`config.mk`:
```
export PLATFORM = sky130hd
export DESIGN_NAME = instr_fetch_unit_flat
export DESIGN_NICKNAME = d
export VERILOG_FILES = /design/src/rtl/instr_fetch_unit_if.sv /design/src/rtl/instr_fetch_unit.sv /design/src/flat_wrapper.sv
export SDC_FILE = /design/constraint.sdc
export NUM_CORES = 1
export LEC_CHECK = 0
export ABC_CLOCK_PERIOD_IN_PS = 3490
export CAP_MARGIN = 20
export CORE_MARGIN = 1
export CORE_UTILIZATION = 42
export CTS_CLUSTER_DIAMETER = 100
export DETAILED_ROUTE_END_ITERATION = 8
export HOLD_SLACK_MARGIN = 0.05
export PLACE_DENSITY = 0.78
export SYNTH_ARGS = -nofsm -noshare
export SYNTH_HDL_FRONTEND = slang
export SYNTH_SLANG_ARGS = --single-unit
```
`constraint.sdc`:
```
create_clock -name clk -period 3.49 [get_ports clk]
set_clock_uncertainty 0.1 [all_clocks]
set_input_delay 0.349 -clock clk [delete_from_list [all_inputs] [get_ports clk]]
set_output_delay 0.349 -clock clk [all_outputs]
set_load 0.03 [all_outputs]
```
`src/rtl/instr_fetch_unit_if.sv`:
```
// Bundle of the instruction-memory bus and the fetch/decode handshake of instr_fetch_unit.
// master = fetch unit side, slave = memory plus decoder/datapath side.
interface instr_fetch_unit_if;
    logic        imem_req;
    logic [31:0] imem_addr;
    logic        imem_ack;
    logic [31:0] imem_rdata;
    logic [31:0] instr;
    logic [5:0]  OP;
    logic [5:0]  Funct;
    logic        instr_valid;
    logic        instr_ready;
    logic        Branch;
    logic        Zero;
    logic        Jump;

    modport master (
        output imem_req, imem_addr, instr, OP, Funct, instr_valid,
        input  imem_ack, imem_rdata, instr_ready, Branch, Zero, Jump
    );

    modport slave (
        input  imem_req, imem_addr, instr, OP, Funct, instr_valid,
        output imem_ack, imem_rdata, instr_ready, Branch, Zero, Jump
    );
endinterface

```
`src/rtl/instr_fetch_unit.sv`:
```
// Fetch stage of the MIPS-subset core: PC register, imem req/ack fetch, next-PC selection.
// Optional retired-instruction counter built only when FETCH_RETIRE_COUNT_EN is defined.
module instr_fetch_unit #(
    parameter logic [31:0] RESET_PC    = 32'h0000_0000,
    parameter int unsigned ACK_TIMEOUT = 15
) (
    input  logic                      clk,
    input  logic                      rst_n,
    instr_fetch_unit_if.master        bus,
    output logic [31:0]               pc,
    output logic [31:0]               pc_plus4,
    output logic                      fetch_err,
    output logic [31:0]               retired_count
);

    typedef enum logic [1:0] {IDLE, FETCH, HOLD, ERROR} state_t;

    localparam logic [7:0] TMO_LAST = 8'(ACK_TIMEOUT - 1);

    state_t      state, state_nxt;
    logic [7:0]  tmo_cnt, tmo_cnt_nxt;
    logic [31:0] instr_q;
    logic [31:0] next_pc;
    logic        req, valid, load_instr, fire, err_set;

    // Jump beats Branch; branch offset is the sign-extended word displacement from pc+4.
    function automatic logic [31:0] calc_next_pc(
        input logic [31:0] pp4,
        input logic [31:0] ins,
        input logic        br,
        input logic        zr,
        input logic        jp
    );
        logic signed [31:0] offs;
        offs = {{14{ins[15]}}, ins[15:0], 2'b00};
        if (jp)
            return {pp4[31:28], ins[25:0], 2'b00};
        else if (br && zr)
            return pp4 + $unsigned(offs);
        else
            return pp4;
    endfunction

    assign pc_plus4 = pc + 32'd4;
    assign next_pc  = calc_next_pc(pc_plus4, instr_q, bus.Branch, bus.Zero, bus.Jump);

    always_comb begin
        state_nxt   = state;
        tmo_cnt_nxt = tmo_cnt;
        req         = 1'b0;
        valid       = 1'b0;
        load_instr  = 1'b0;
        fire        = 1'b0;
        err_set     = 1'b0;
        case (state)
            IDLE: state_nxt = FETCH;
            FETCH: begin
                req = 1'b1;
                if (bus.imem_ack) begin
                    load_instr  = 1'b1;
                    tmo_cnt_nxt = 8'd0;
                    state_nxt   = HOLD;
                end else if (tmo_cnt == TMO_LAST) begin
                    err_set     = 1'b1;
                    tmo_cnt_nxt = 8'd0;
                    state_nxt   = ERROR;
                end else begin
                    tmo_cnt_nxt = tmo_cnt + 8'd1;
                end
            end
            HOLD: begin
                valid = 1'b1;
                if (bus.instr_ready) begin
                    fire      = 1'b1;
                    state_nxt = FETCH;
                end
            end
            ERROR: state_nxt = ERROR;
            default: state_nxt = IDLE;
        endcase
    end

    always_ff @(posedge clk or negedge rst_n) begin
        if (!rst_n) begin
            state     <= IDLE;
            tmo_cnt   <= 8'd0;
            pc        <= RESET_PC;
            instr_q   <= 32'h0;
            fetch_err <= 1'b0;
        end else begin
            state   <= state_nxt;
            tmo_cnt <= tmo_cnt_nxt;
            if (load_instr)
                instr_q <= bus.imem_rdata;
            if (fire)
                pc <= next_pc;
            if (err_set)
                fetch_err <= 1'b1;
        end
    end

    // Request/valid are pure state decodes, so they fall the cycle the state leaves.
    assign bus.imem_req    = req;
    assign bus.imem_addr   = pc;
    assign bus.instr_valid = valid;
    assign bus.instr       = instr_q;
    assign bus.OP          = instr_q[31:26];
    assign bus.Funct       = instr_q[5:0];

`ifdef FETCH_RETIRE_COUNT_EN
    logic [31:0] ret_cnt;

    always_ff @(posedge clk or negedge rst_n) begin
        if (!rst_n)
            ret_cnt <= 32'h0;
        else if (fire)
            ret_cnt <= ret_cnt + 32'd1;
    end

    assign retired_count = ret_cnt;
`else
    assign retired_count = 32'h0;
`endif

endmodule

```
`src/flat_wrapper.sv`:
```
// flat-port wrapper written by rule: the top's interface ports become plain ports
module instr_fetch_unit_flat 
#(
    parameter logic [31:0] RESET_PC    = 32'h0000_0000,
    parameter int unsigned ACK_TIMEOUT = 15
)
  (clk, rst_n, pc, pc_plus4, fetch_err, retired_count, bus_imem_req, bus_imem_addr, bus_instr, bus_OP, bus_Funct, bus_instr_valid, bus_imem_ack, bus_imem_rdata, bus_instr_ready, bus_Branch, bus_Zero, bus_Jump);
  instr_fetch_unit_if bus_i ();
  input  logic clk;
  input  logic rst_n;
  output logic [31:0] pc;
  output logic [31:0] pc_plus4;
  output logic fetch_err;
  output logic [31:0] retired_count;
  output wire logic [$bits(bus_i.imem_req)-1:0] bus_imem_req;
  output wire logic [$bits(bus_i.imem_addr)-1:0] bus_imem_addr;
  output wire logic [$bits(bus_i.instr)-1:0] bus_instr;
  output wire logic [$bits(bus_i.OP)-1:0] bus_OP;
  output wire logic [$bits(bus_i.Funct)-1:0] bus_Funct;
  output wire logic [$bits(bus_i.instr_valid)-1:0] bus_instr_valid;
  input wire logic [$bits(bus_i.imem_ack)-1:0] bus_imem_ack;
  input wire logic [$bits(bus_i.imem_rdata)-1:0] bus_imem_rdata;
  input wire logic [$bits(bus_i.instr_ready)-1:0] bus_instr_ready;
  input wire logic [$bits(bus_i.Branch)-1:0] bus_Branch;
  input wire logic [$bits(bus_i.Zero)-1:0] bus_Zero;
  input wire logic [$bits(bus_i.Jump)-1:0] bus_Jump;
  assign bus_imem_req = bus_i.imem_req;
  assign bus_imem_addr = bus_i.imem_addr;
  assign bus_instr = bus_i.instr;
  assign bus_OP = bus_i.OP;
  assign bus_Funct = bus_i.Funct;
  assign bus_instr_valid = bus_i.instr_valid;
  assign bus_i.imem_ack = bus_imem_ack;
  assign bus_i.imem_rdata = bus_imem_rdata;
  assign bus_i.instr_ready = bus_instr_ready;
  assign bus_i.Branch = bus_Branch;
  assign bus_i.Zero = bus_Zero;
  assign bus_i.Jump = bus_Jump;
  instr_fetch_unit #(.RESET_PC(RESET_PC), .ACK_TIMEOUT(ACK_TIMEOUT)) u_core (.clk(clk), .rst_n(rst_n), .bus(bus_i), .pc(pc), .pc_plus4(pc_plus4), .fetch_err(fetch_err), .retired_count(retired_count));
endmodule
```
Yosys cells after proc, flatten, opt, wreduce, memory -nomap -nowiden
Cells that the tools add are included.
- add/subtract/negate cells: 3
- equality and inequality tests: 6
- muxes and demuxes: 17
- reductions and logical operators: 3
- operators with widths (kind ; count):
    32-bit 2-to-1 mux ; 2
    32-bit by 3-bit adder with 32-bit output, second input constant ; 1
    32-bit adder ; 1
    8-bit 2-to-1 mux ; 2
    1-bit 2-to-1 mux ; 9
    8-bit by 1-bit adder with 8-bit output, second input constant ; 1
    8-bit by 4-bit == test with 1-bit output, second input constant ; 1
    2-bit case mux with 4 select lines ; 1
    2-bit 2-to-1 mux ; 3
    2-bit == test, second input constant ; 2
    3-bit by 2-bit != test with 1-bit output, second input constant ; 1
    2-bit by 1-bit == test with 1-bit output, second input constant ; 1
    2-bit zero test ; 1
    2-bit != test, second input constant ; 1
    2-bit AND reduction ; 1
    1-bit logical AND ; 1
- bits in registers: 75
- bits of input ports: 39
- logic and storage cells: 34

Longest topological paths before layout
Gate-level depths: netlist of the first run.
- depth in word-level cells: 4
- gate-level depth with buffers: 17

Worst setup path after synthesis of the first run
No wires, ideal clock.
- kind: reg-to-reg
- start point: register u_core.pc[2] (netlist: u_core.bus.imem_addr[2])
- end point: register u_core.pc[31] (netlist: u_core.bus.imem_addr[31])
- data arrival time: 3.992 ns
- path slack: -0.735 ns
- stages on the path, launching flop included: 17
- clock period less this slack: 4.225 ns
- cells stage by stage: dfrtp_1 ha_1 nand4_1 nor3_1 nand2_1 xnor2_1 ha_1 clkbuf_1 a2111oi_0 o21ai_0 o22ai_1 o21ai_0 mux2i_1 a31oi_1 nand3_1 xnor2_1 o21ai_1
- longest elaborated chain between the ends: 4
- ends and longest elaborated chain (item ; line ; RTL):
    start, declared ; instr_fetch_unit.sv:10 ; output logic [31:0] pc,
    start signal, assigned ; instr_fetch_unit.sv:96 ; pc <= next_pc;
    32-bit by 3-bit adder with 32-bit output ; instr_fetch_unit.sv:44 ; assign pc_plus4 = pc + 32'd4;
    net pc_plus4[24] ; flat_wrapper.sv:12 ; output logic [31:0] pc_plus4;
    32-bit adder ; instr_fetch_unit.sv:39 ; return pp4 + $unsigned(offs);
    32-bit 2-to-1 mux ; instr_fetch_unit.sv:38 ; else if (br && zr)
    32-bit 2-to-1 mux ; instr_fetch_unit.sv:36 ; if (jp)
The timed path passes the listed nets, and every way through them passes these cells.
A chain may end at the register's enable or synchronous reset.

Worst setup path after layout of the first run
- start point: register u_core.pc[4] (netlist: u_core.bus.imem_addr[4])
- end point: register u_core.pc[31] (netlist: u_core.bus.imem_addr[31])
- longest elaborated chain between the ends: 4
- ends and longest elaborated chain (item ; line):
    32-bit by 3-bit adder with 32-bit output (*) ; instr_fetch_unit.sv:44
    32-bit adder ; instr_fetch_unit.sv:39
    32-bit 2-to-1 mux ; instr_fetch_unit.sv:38
    32-bit 2-to-1 mux (*) ; instr_fetch_unit.sv:36
Mark *: on every way between the ends. The rest lies on a longest branch, timed or not.

==> out/results.ini, run 1 <==
[cells_and_area]
n_antenna_cell=0
num-fill-cells=1141
num-nets-final=1020
drive_gt1_share_pct=24.9
synthToLayoutAreaGrowth_pct=49.3
final_area_sq_mm=0.00920

[floorplan]
die_height_microns=123
dieArea_sq_mm=0.0152
start_util_pct=43.7
ios=214
core-area_sq_mm=0.0141
fp.dieW_microns=123
rows=43

[worst_setup_path]
critPathMaxFanout=5
r2r-end=u_core.bus.imem_addr[31]
startpoint_type=flop
crit_top_cell=nor2_1
crit_slowest_cell=dfrtp_2
reg2regPathDepth=15
cp_slowest_stage_delay_ps=360
required_ps=3630
worstSetupEndpointType=flop
arrival_ps=3600
r2r_start=u_core.bus.imem_addr[4]
crit_path_cell_trace=and4_4 > and4_4 > nand3_4 > or2_4 > nor3_1 > xor2_2 > ha_1 > nor2_1 > nor2_1 > nor2_1 > or3_1 > a2111o_1 > nand3_1 > xnor2_1 > o21ai_1
crit_type=flop to flop
reg2reg_slack_ps=30

[global_route]
grt_pass1_wl_microns=30700
gr-usage-met2_pct=44.6
met3_usage_pct=5.67
grt_util_all_layers_pct=26.6
grt_pass1_vias=5867
grt_max_degree=47
antenna_found_initial=0
top_usage_layer=met2
grt-ovfl-total=0
use_met1_pct=34.3

[sta]
finalMaxSlewViolations=0
tightestPinTransition_ps=825
final-hold-violation-count=0
grt_setup_unrepaired=true
min_period_ps=3460
slew_headroom_pct=45.0
whs_ps=369
tns_ps=0
period_share_pct=99.3
finalSetupViolations=0
timing.fmax_mhz=289

[yosys]
synthMuxAreaShare_pct=6.85
synth_top_cell_by_area=dfrtp_1
synthAdderAreaFrac_pct=8.05
synth_top_family_by_area=simple AND/OR/NAND/NOR gates
synth_compound_area_share_pct=17.7
avgSynthCellArea_sq_um=8.45
synth_xor_area_share_pct=7.52
synth-edff-count=0
synth.area.top_cells=dfrtp_1, buf_4, ha_1
synth_top_area_share_pct=29.7
synth.distinct_cells=58
syn_area_sq_mm=0.00616
synthSimpleGateAreaFrac_pct=17.7
ys_async_sr_fraction_pct=100
synth_seq_cells=73
synthFlopType=dfrtp_1
syn_inst=729
ys_warn_count=0
yosysSeqAreaShare_pct=29.7

[route]
wl_per_cell_microns=17.4
drt-pass1-iter-count=5
drt_iter0_drc=409
drc=0
routed_wl_microns=19600
ant_nets=0
via_count=6132
via_per_inst=5.44

[run_status]
status=complete, no violations

[clocking]
cts-buffers-inserted=9
clock_latency_ps=350
clk_pin_slew_worst_paths_ps=70
cts_buffer_depth=2
root_buffer=clkbuf_16
cts_max_level=3
clkSinkCount=73
tritoncts=done

[pwr]
power_density_mw_per_mm2=1170
power_leakage_nw=3.95
power_w=0.0108
ir_drop_mv=0.805

[hold_path]
hp-class=flop to flop
min_path_cells=1
min_from=u_core.fetch_err
min_to=u_core.fetch_err

[placement]
gp_congestion=0.946
dp_hpwl_microns=14800
dpl_cell_area_sq_mm=0.00854
port_buffers=175

[job]
cap_viol_max_count=0

routing by layer:
layer | up-vias | share of wire (%)
met1 | 2939 | 41
met3 | 28 | 7.9
met4 | 0 | 1.8
met2 | 269 | 49
li1 | 2896 | -
met5 | - | 0
through the flow:
stage | instances | util, % | setup slack (ps)
2_1_floorplan | 766 | - | -274
3_3_place_gp | 1100 | 60.6 | -11.2
3_5_place_dp | 1100 | 60.6 | -130
4_1_cts | 1118 | 63.2 | 5.97
5_1_grt | 1127 | 65.2 | -195
6_report | 1127 | 65.2 | 26.0
sequential cells by signal (all words and copies together) (netlist names):
signal                count
u_core.bus.imem_addr     30
u_core.bus.instr         32
u_core.fetch_err          1
u_core.state              2
u_core.tmo_cnt            8
placed cells by master (no fill, tap or decap), drive strengths merged, types with 3 or more instances in the layout:
cell,n
a211oi,14
a21boi,3
a21o,10
a21oi,49
a31oi,8
and2,7
and3,15
and4,4
buf,96
clkbuf,10
clkdlybuf4s50,171
clkinv,5
conb,38
dfrtp,73
ha,38
inv,17
mux2,33
mux2i,5
nand2,82
nand2b,6
nand3,27
nand4,9
nor2,51
nor2b,3
nor3,9
nor4,3
o211ai,7
o21a,3
o21ai,51
o21bai,6
o22ai,6
o31ai,3
or3,7
xnor2,31
xor2,21
how the worst max path moves through the flow:
stage	cells past startpoint	start	to
after floorplan	15	u_core.bus.imem_addr[11]	u_core.bus.imem_addr[31]
after global placement	15	u_core.bus.imem_addr[5]	u_core.bus.imem_addr[26]
after global routing	16	u_core.bus.imem_addr[4]	u_core.bus.imem_addr[31]
after detailed placement	15	u_core.bus.imem_addr[5]	u_core.bus.imem_addr[26]
final	15	u_core.bus.imem_addr[4]	u_core.bus.imem_addr[31]
after CTS	14	u_core.bus.imem_addr[2]	u_core.bus.imem_addr[28]
power by group:
group          internal (W)  switching (W)
Sequential          0.00122       0.000446
Combinational       0.00364        0.00452
Clock              0.000558       0.000402
Total               0.00542        0.00536
what timing repair did:
action                                 CTS  global route
gates cloned                             0             0
setup endpoints to repair               10            18
resized for setup                       13            46
hold buffers                             1             0
setup buffers                            1             9
endpoints found under the hold margin   44             0
pin swaps                                6            21
kinds of logic (layout without fill, tap and decap cells):
kind of cell,after synthesis,after routing
xor gates and xnor gates,52,52
AOI/OAI and AO/OA,177,177
muxes,38,38
adders and majority gates,39,39
buffers and inverters,122,303
other,1,38
DFF,73,73
and+or+nand+nor,227,227
cells in the mapped netlist, types with 4 or more instances:
master	number
mux2_2	33
ha_1	38
xor2_1	20
a211oi_1	14
nor3_1	9
a21o_1	10
and3_1	11
clkbuf_1	18
or3_1	7
and2_1	7
nand4_1	9
inv_1	17
a31oi_1	8
and3_2	4
o22ai_1	6
o211ai_1	7
nand2_1	82
nand2b_1	6
o21bai_1	6
nand3_1	26
buf_1	6
a21oi_1	49
xnor2_1	31
nor2_1	51
buf_4	80
dfrtp_1	73
o21ai_0	50
mux2i_1	5
critical path: cells and delay by family, from the launching register on:
kind | cells | cell delay (ps)
adders and majority gates | 1 | 260
and+or+nand+nor | 10 | 1930
xor gates and xnor gates | 2 | 320
AOI/OAI and AO/OA | 2 | 370
DFF | 1 | 360
cell type report:
cell class | count | area [sq um] | area share [%]
multi-input cells | 571 | 4280 | 46.5
inverters | 17 | 63.8 | 0.694
flip-flops and latches | 73 | 1840 | 20.0
well taps | 180 | 225 | 2.45
clock buffers | 10 | 229 | 2.49
clock inverters | 6 | 70.1 | 0.762
repair buffers | 270 | 2490 | 27.1
Note: power is estimated with default switching activity, not from simulation.
==> inputs of run 2 (changes only) <==
--- a/config.mk
+++ b/config.mk
@@ -5,14 +5,15 @@
 export SDC_FILE = /design/constraint.sdc
 export NUM_CORES = 1
 export LEC_CHECK = 0
-export ABC_CLOCK_PERIOD_IN_PS = 3490
+export ABC_CLOCK_PERIOD_IN_PS = 3950
 export CAP_MARGIN = 20
 export CORE_MARGIN = 1
-export CORE_UTILIZATION = 42
+export CORE_UTILIZATION = 47
 export CTS_CLUSTER_DIAMETER = 100
 export DETAILED_ROUTE_END_ITERATION = 8
 export HOLD_SLACK_MARGIN = 0.05
-export PLACE_DENSITY = 0.78
+export PLACE_DENSITY = 0.83
+export SKIP_CTS_REPAIR_TIMING = 1
 export SYNTH_ARGS = -nofsm -noshare
 export SYNTH_HDL_FRONTEND = slang
 export SYNTH_SLANG_ARGS = --single-unit
==> constraint.sdc (replaced) <==
create_clock -name clk -period 3.95 [get_ports clk]
set_clock_uncertainty 0.1 [all_clocks]
set_input_delay 0.395 -clock clk [delete_from_list [all_inputs] [get_ports clk]]
set_output_delay 0.395 -clock clk [all_outputs]
set_load 0.03 [all_outputs]
==> out/results.ini, run 2 (synthesis gave the netlist of run 1 again) <==
[run_status]
status=complete, no violations  ; unchanged

[route]
drt-met1-wl_microns=7730  ; was 8130 microns
ant_nets=0  ; unchanged
wl_met3_microns=1320  ; was 1540 microns
via_count=5953  ; was 6132
drt-pass1-iter-count=4  ; was 5
drt_iter0_drc=388  ; was 409
wl_per_cell_microns=16.8  ; was 17.4 microns
drc=0  ; unchanged
routed_wl_microns=18000  ; was 19600 microns
wl_met2_microns=8580  ; was 9590 microns
via_per_inst=5.54  ; was 5.44
top_layer=met4  ; unchanged

[cells_and_area]
final_area_sq_mm=0.00832  ; was 0.00920 sq mm
final_common_cell=clkdlybuf4s50_1  ; unchanged
fin_cells=1074  ; was 1127
num-nets-final=975  ; was 1020
drive_gt1_share_pct=13.9  ; was 24.9%
final_util_pct=65.4  ; was 65.2%
final_cell_mix=clkdlybuf4s50_1, nand2_1, dfrtp_1, nor2_1, buf_4  ; was clkdlybuf4s50_1, buf_4, nand2_1, dfrtp_1, nor2_1
n_antenna_cell=0  ; unchanged
num-fill-cells=1069  ; was 1141
largest_reg_flops=32  ; unchanged
synthToLayoutAreaGrowth_pct=35.0  ; was 49.3%

[sta]
tns_ps=0  ; unchanged
slew_headroom_pct=37.4  ; was 45.0%
min_period_ps=3790  ; was 3460 ps
finalSetupViolations=0  ; unchanged
grt_setup_unrepaired=true  ; unchanged
timing.fmax_mhz=264  ; was 289 MHz
tightestPinTransition_ps=939  ; was 825 ps
finalMaxSlewViolations=0  ; unchanged
period_share_pct=95.9  ; was 99.3%
final-hold-violation-count=0  ; unchanged

[clocking]
clk_pin_slew_worst_paths_ps=70  ; about the same
clock_latency_ps=350  ; about the same
root_buffer=clkbuf_16  ; unchanged
clkSinkCount=73  ; unchanged
tritoncts=done  ; unchanged
cts-buffers-inserted=9  ; unchanged
cts_buffer_depth=2  ; unchanged
cts_max_level=3  ; unchanged

[worst_setup_path]
worstSetupEndpointType=flop  ; unchanged
startpoint_type=flop  ; unchanged
arrival_ps=3920  ; was 3600 ps
r2r_start=u_core.bus.imem_addr[5]  ; was u_core.bus.imem_addr[4]
worstSetupStartpoint=u_core.bus.imem_addr[5]  ; was u_core.bus.imem_addr[4]
reg2reg_slack_ps=160  ; was 30 ps
required_ps=4080  ; was 3630 ps
crit_type=flop to flop  ; unchanged
critPathMaxFanout=7  ; was 5

[placement]
dp_cells=1057  ; was 1100
gp_congestion=0.952  ; was 0.946
port_buffers=175  ; unchanged
dpl_cell_area_sq_mm=0.00795  ; was 0.00854 sq mm
dp_hpwl_microns=13300  ; was 14800 microns

[floorplan]
ios=214  ; unchanged
fp.dieW_microns=116  ; was 123 microns
rows=41  ; was 43
core-area_sq_mm=0.0127  ; was 0.0141 sq mm
die_height_microns=116  ; was 123 microns
start_util_pct=48.4  ; was 43.7%
dieArea_sq_mm=0.0136  ; was 0.0152 sq mm

[global_route]
grt_max_degree=74  ; was 47
grt_pass1_wl_microns=28400  ; was 30700 microns
grt_pass1_vias=5536  ; was 5867
grt-ovfl-total=0  ; unchanged
antenna_found_initial=0  ; unchanged
grt_util_all_layers_pct=27.2  ; was 26.6%

[pwr]
ir_drop_mv=0.789  ; was 0.805 mV
power_density_mw_per_mm2=1040  ; was 1170 mW/mm^2
power_leakage_nw=3.59  ; was 3.95 nW

[hold_path]
hp-class=primary input to async pin  ; was flop to flop

[job]
cap_viol_max_count=0  ; unchanged

## run 2: changes by cell type in the layout (fill, tap and decap cells not counted), sizes merged
cell / before / now
inv: 17 / 19
clkinvlp: 0 / 3
dlymetal6s2s: 2 / 0
buf: 96 / 51
clkdlybuf4s50: 171 / 174
dlygate4sd3: 1 / 0
clkinv: 5 / 1
bufinv: 1 / 0
## run 2: area by class of cell
cell class,instances,area [sq um],share of cell area [%]
inverters,17,63.8,0.767
multi-input cells,571,3790,45.6
flip-flops and latches,73,1830,22.0
repair buffers,225,2120,25.5
clock inverters,6,51.3,0.617
clock buffers,10,239,2.87
well taps,172,215,2.59
## run 2: path summary, 6_finish.rpt
path | endpoint | cells after the start
max in group asynchronous | u_core.bus.imem_addr[4] | 1
setup / recovery | u_core.bus.imem_addr[29] | 14
min in group clk | u_core.fetch_err | 1
setup reg to reg | u_core.bus.imem_addr[29] | 14
hold / removal | u_core.bus.instr[5] | 1
hold reg to reg | u_core.fetch_err | 1
## run 2: layer usage
layer  vias to the layer above  global-route usage [%]
met4                         0                    8.89
li1                       2802                       -
met2                       264                    45.0
met5                         -                       0
met1                      2848                    34.9
met3                        39                    6.54
## run 2: worst max-delay path, cell delays in order, from the launching register on
cell and delay (ps):
dfrtp_2 460, and4_4 230, and4_4 230, and3_2 240
xor2_2 160, ha_1 370, and2_1 190, and4_1 190
o21ai_0 80, nor3b_4 180, a211o_1 340, and3_1 250
o311ai_4 330, mux2i_1 220, nand3_1 90
## run 2: metrics by stage
stage / total power (W) / setup WS (ps) / hold slack, ps
CTS: 0.00851 / 30.7 / 134
detailed placement: 0.00767 / 54.9 / 351
global placement: 0.00760 / 200 / 350
finish: 0.00863 / 163 / 89.7
floorplan: 0.00564 / -167 / -0.591
global route: 0.00918 / -32.4 / 183
## run 2: report_power, final
group,internal (W),leakage [nW],total [W],switching (W)
clock network,0.000450,0.133,0.000801,0.000351
logic,0.00269,2.56,0.00631,0.00362
registers,0.00107,0.892,0.00152,0.000451
